## src/rtl/dual_rail_pkg.sv

```systemverilog
// Shared definitions for the dual-rail collector: FSM state encoding,
// fault codes and the counter width helper.
package dual_rail_pkg;

    localparam logic [2:0] ST_IDLE      = 3'd0;
    localparam logic [2:0] ST_PRECHARGE = 3'd1;
    localparam logic [2:0] ST_EVAL      = 3'd2;
    localparam logic [2:0] ST_DONE      = 3'd3;
    localparam logic [2:0] ST_FAULT     = 3'd4;

    localparam logic [1:0] FC_NONE     = 2'b00;
    localparam logic [1:0] FC_ILLEGAL  = 2'b01;
    localparam logic [1:0] FC_EVAL_TO  = 2'b10;
    localparam logic [1:0] FC_PRE_TO   = 2'b11;

    // Wide enough to hold the larger of the two terminal counts.
    function automatic int cnt_width(input int pre_cycles, input int timeout);
        int m;
        m = (pre_cycles > timeout) ? pre_cycles : timeout;
        return $clog2(m + 1);
    endfunction

endpackage

```

## src/rtl/dual_rail_detect.sv

```systemverilog
// Combinational decode of a dual-rail word: all bits valid, all-spacer,
// or any bit carrying the forbidden 11 code.
module dual_rail_detect #(
    parameter int WIDTH = 8
) (
    input  logic [WIDTH-1:0] din_t,
    input  logic [WIDTH-1:0] din_f,
    output logic             complete,
    output logic             zero,
    output logic             illegal
);

    assign complete = &(din_t ^ din_f);
    assign zero     = ~|(din_t | din_f);
    assign illegal  = |(din_t & din_f);

endmodule

```

## src/rtl/dual_rail_collector.sv

```systemverilog
// Sequences precharge/evaluate for an upstream dual-rail network and
// registers the evaluated word as single-rail data, trapping faults.
//
// state      | meaning
// IDLE       | waiting for start, rails precharged
// PRECHARGE  | waiting for PRE_CYCLES consecutive all-zero words
// EVAL       | precharge released, waiting for a complete word
// DONE       | dout just updated, dout_valid high for this cycle
// FAULT      | illegal code or timeout seen, held until clear
module dual_rail_collector
    import dual_rail_pkg::*;
#(
    parameter int WIDTH      = 8,
    parameter int PRE_CYCLES = 1,
    parameter int TIMEOUT    = 15
) (
    input  logic             clk,
    input  logic             rst_n,
    input  logic             start,
    input  logic             clear,
    input  logic [WIDTH-1:0] din_t,
    input  logic [WIDTH-1:0] din_f,
    output logic             precharge,
    output logic [WIDTH-1:0] dout,
    output logic             dout_valid,
    output logic             busy,
    output logic             fault,
    output logic [1:0]       fault_code
);

    localparam int CW = cnt_width(PRE_CYCLES, TIMEOUT);
    localparam logic [CW-1:0] ZLAST = CW'(PRE_CYCLES - 1);
    localparam logic [CW-1:0] TLAST = CW'(TIMEOUT);
    localparam logic [CW-1:0] ONE   = CW'(1);

    logic [2:0]       state;
    logic [CW-1:0]    zcnt;
    logic [CW-1:0]    tcnt;
    logic [WIDTH-1:0] dout_q;
    logic [1:0]       fault_code_q;

    logic complete;
    logic zero;
    logic illegal;

    dual_rail_detect #(
        .WIDTH (WIDTH)
    ) u_detect (
        .din_t    (din_t),
        .din_f    (din_f),
        .complete (complete),
        .zero     (zero),
        .illegal  (illegal)
    );

    always_ff @(posedge clk) begin
        if (!rst_n) begin
            state        <= ST_IDLE;
            zcnt         <= '0;
            tcnt         <= '0;
            dout_q       <= '0;
            fault_code_q <= FC_NONE;
        end else begin
            case (state)
                ST_IDLE: begin
                    if (start) begin
                        state <= ST_PRECHARGE;
                        zcnt  <= '0;
                        tcnt  <= '0;
                    end
                end
                ST_PRECHARGE: begin
                    if (zero && (zcnt == ZLAST)) begin
                        state <= ST_EVAL;
                        zcnt  <= '0;
                        tcnt  <= '0;
                    end else begin
                        zcnt <= zero ? (zcnt + ONE) : '0;
                        if (tcnt == TLAST) begin
                            state        <= ST_FAULT;
                            fault_code_q <= FC_PRE_TO;
                        end else begin
                            tcnt <= tcnt + ONE;
                        end
                    end
                end
                ST_EVAL: begin
                    // An 11 code is a fault even if the rest of the word completed.
                    if (illegal) begin
                        state        <= ST_FAULT;
                        fault_code_q <= FC_ILLEGAL;
                    end else if (complete) begin
                        state  <= ST_DONE;
                        dout_q <= din_t;
                    end else if (tcnt == TLAST) begin
                        state        <= ST_FAULT;
                        fault_code_q <= FC_EVAL_TO;
                    end else begin
                        tcnt <= tcnt + ONE;
                    end
                end
                ST_DONE: begin
                    state <= ST_IDLE;
                end
                ST_FAULT: begin
                    if (clear) begin
                        state        <= ST_IDLE;
                        fault_code_q <= FC_NONE;
                    end
                end
                default: begin
                    state <= ST_IDLE;
                end
            endcase
        end
    end

    assign precharge  = (state != ST_EVAL);
    assign dout       = dout_q;
    assign dout_valid = (state == ST_DONE);
    assign busy       = (state == ST_PRECHARGE) || (state == ST_EVAL) || (state == ST_DONE);
    assign fault      = (state == ST_FAULT);
    assign fault_code = fault_code_q;

endmodule

```

## config.mk

```make
export PLATFORM = sky130hd
export DESIGN_NAME = dual_rail_collector
export DESIGN_NICKNAME = d
export VERILOG_FILES = /design/src/rtl/dual_rail_pkg.sv /design/src/rtl/dual_rail_detect.sv /design/src/rtl/dual_rail_collector.sv
export SDC_FILE = /design/constraint.sdc
export NUM_CORES = 1
export LEC_CHECK = 0
export BUFFER_PORTS_ARGS = -buffer_cell sky130_fd_sc_hd__buf_2
export CORE_MARGIN = 5
export CORE_UTILIZATION = 34
export DETAILED_ROUTE_END_ITERATION = 10
export HOLD_SLACK_MARGIN = 0.05
export PLACE_DENSITY = 0.65
export SETUP_SLACK_MARGIN = 0.3
export SYNTH_ARGS = -nofsm -noshare
export SYNTH_HDL_FRONTEND = slang
export SYNTH_HIERARCHICAL = 1
export SYNTH_SLANG_ARGS = --single-unit
```

## constraint.sdc

```tcl
create_clock -name clk -period 2.5 [get_ports clk]
set_input_delay 0.375 -clock clk [delete_from_list [all_inputs] [get_ports clk]]
set_output_delay 0.375 -clock clk [all_outputs]
set_load 0.05 [all_outputs]
```

==> flow_summary_export.csv <==
group,metric,value,unit
route,vias,1324,
clocking,postCtsHoldBufs,0,
place,dp_hpwl,2.58,mm
worst_setup_path,worstPathMaxFanout,3,
sta,tns,0,ps
yosys,synthesis.yosys.warnings,6,
worst_setup_path,crit_path_start_kind,"primary input",
yosys,synth-seq-area-share,0.297,
worst_setup_path,crit_slowest_cell,"or4b_4",
run_status,status,"finished, final reports clean",
worst_setup_path,endpoint_kind,"flop",
clocking,cts_made_buffers,3,
global_route,overflow,0,
global_route,grt_max_degree,17,
pwr,powerDensity,388,mW/mm²
yosys,synth_area_leaders,"dfxtp_1 (30%), ha_1 (17%), inv_1 (6.4%)",
hold_path,hold_class,"in -> reg",
place,port-buffer-count,33,
final_layout,syn_to_final_growth,20.4,%
global_route,antenna_found_initial,0,
clocking,cts_tree,"yes",
die,die_y,74.5,µm
yosys,synth_top_area_share,0.297,
sta,timing_hold_violations_final,0,
clocking,clock_path_buffers,2,
die,core,0.00403,mm²
worst_setup_path,crit_path_cell_trace,"buf_2 > ha_1 > nor4_2 > nand2_1 > or4b_4 > a211oi_4 > mux2i_1 > nor2_1",
pwr,p_leak,0.778,nW
yosys,ys_ff_latch,21,
yosys,syn_nets,215,
clocking,cts_sinks,21,
yosys,ys.flop_type,"dfxtp_1",
sta,final.period_utilization,0.823,
yosys,synth_most_common_cell,"inv_1",
yosys,netlist_top_cells_count,"inv_1 (24), dfxtp_1 (21), ha_1 (19)",
yosys,syn_inst,176,
worst_setup_path,critPathBufInv,1,
clocking,htree_levels,1,
global_route,grt_pass1_wl,5.57,mm
route,drt_iter0_markers,59,
worst_setup_path,cp_top_family,"simple AND/OR/NAND/NOR gates",
route,viasPerCell,5.11,
global_route,grt_pass1_vias,1243,
flow_run,drv_cap,0,
clocking,cts_root_buf,"clkbuf_8",
sta,rsz0062_at_grt,"false",
sta,fin_worst_skew,4.66,ps
clocking,clock_latency,260,ps
pwr,power,0.661,mW
global_route,grt.total_usage,0.128,
route,drc,0,
route,wl_per_cell,12.5,µm
yosys,synthDistinctLibCells,40,
worst_setup_path,cp_slowest_stage_delay,540,ps
worst_setup_path,crit_arrival,2210,ps
yosys,synth_edf_count,0,
sta,worst_pin_slew,547,ps
die,initial_utilization,0.351,
pwr,peakVddDrop,0.256,mV
worst_setup_path,worstSetupPathType,"in -> reg",
final_layout,final_nets,249,
yosys,syn_avg_cell_area,8.03,µm²
yosys,synth_top_area_cell,"dfxtp_1",
worst_setup_path,required,2650,ps
yosys,syn-cell-area,0.00141,mm²
route,postRouteAntennaNets,0,
die,die_area,0.00555,mm²
clocking,clk_pin_slew,80,ps
sta,drv_slew,0,
sta,final.min_clock_period,2060,ps
die,row_count,23,
place,gp_congestion,0.753,
final_layout,drive_above_1_share,0.230,
route,drt_first_pass_iters,4,
final_layout,diodes,0,
sta,setup_violations,0,
route,wl,3.24,mm
die,io_pins,34,
sta,fmax,486,MHz
yosys,ys_async_sr_fraction,0,
sta,slew_headroom,0.635,
die,fp.dieW,74.5,µm
cell families (layout without fill, tap and decap cells):
logic type	after synthesis	after routing	share of synthesized area
and+or+nand+nor	64	64	0.241
AOI/OAI and AO/OA	35	35	0.167
buffers and inverters	31	64	0.0850
DFF	21	21	0.297
adders and majority gates	19	19	0.168
muxes	5	5	0.0354
xor gates and xnor gates	1	1	0.00620
power breakdown:
part	internal [mW]	switching [mW]	total (mW)
clock network	0.111	0.114	0.225
logic	0.0402	0.0500	0.0901
registers	0.338	0.00808	0.346
placed cells by master, fill, tap and decap left out, types with 3 or more instances in the layout:
master    instances
clkbuf_8          3
dfxtp_1          21
nor2_1           10
nand4_1           5
mux2i_1           5
ha_1             19
inv_1            24
nand2b_1          3
a211oi_1          4
buf_2            33
buf_4             3
nand2_1          17
o21ai_0           5
a21oi_1          12
nand3_1          13
per-layer routing:
layer / share of wire / vias to the layer above / GRT usage
met5: 0 / - / 0
met4: 0.022 / 0 / 0.0534
met3: 0.049 / 4 / 0.0297
met2: 0.45 / 26 / 0.202
met1: 0.48 / 611 / 0.169
li1: - / 683 / -
worst paths after layout:
kind / to / cells past startpoint / startpoint / slack [ps]
setup / recovery: tcnt[1] / 8 / din_t[5] / 440
hold / removal: dout[7] / 3 / din_t[7] / 380
setup reg to reg: fault_code[1] / 6 / zcnt[0] / 720
hold reg to reg: dout[5] / 2 / dout[5] / 450
final cells by class:
type	instances	area (µm²)
clock buffers	3	41.3
clock inverters	1	5.00
fillers	435	2330
inverters	24	90.1
multi-input cells	124	896
flip-flops and latches	21	420
well taps	50	62.6
repair buffers	36	188
sequential cells by signal, summed over array words and instances, names as in the netlist:
name and cells:
dout 8, fault_code 2, state 3, tcnt 4, zcnt 4
tightest hold or removal path, delay by kind of cell:
kind | cells | cell delay [ps]
buffers and inverters | 1 | 110
and+or+nand+nor | 1 | 60
AOI/OAI and AO/OA | 1 | 50
metrics by stage:
stage / hold slack, ps / cells / instance area (µm²) / setup WS, ps / utilization
after floorplan: 488 / 176 / 1410 / 398 / -
after global placement: 444 / 254 / 1630 / 88.2 / 0.405
after CTS: 374 / 258 / 1680 / 353 / 0.417
after detailed placement: 447 / 254 / 1630 / 62.3 / 0.405
final: 380 / 259 / 1700 / 442 / 0.423
after global routing: 381 / 259 / 1700 / 326 / 0.423
repair_timing:
item / CTS / global route
gates resized for setup: 0 / 3
endpoints found under the setup margin: 0 / 4
buffers inserted: 0 / 1
No activity file was read; power rests on OpenSTA's default activity.
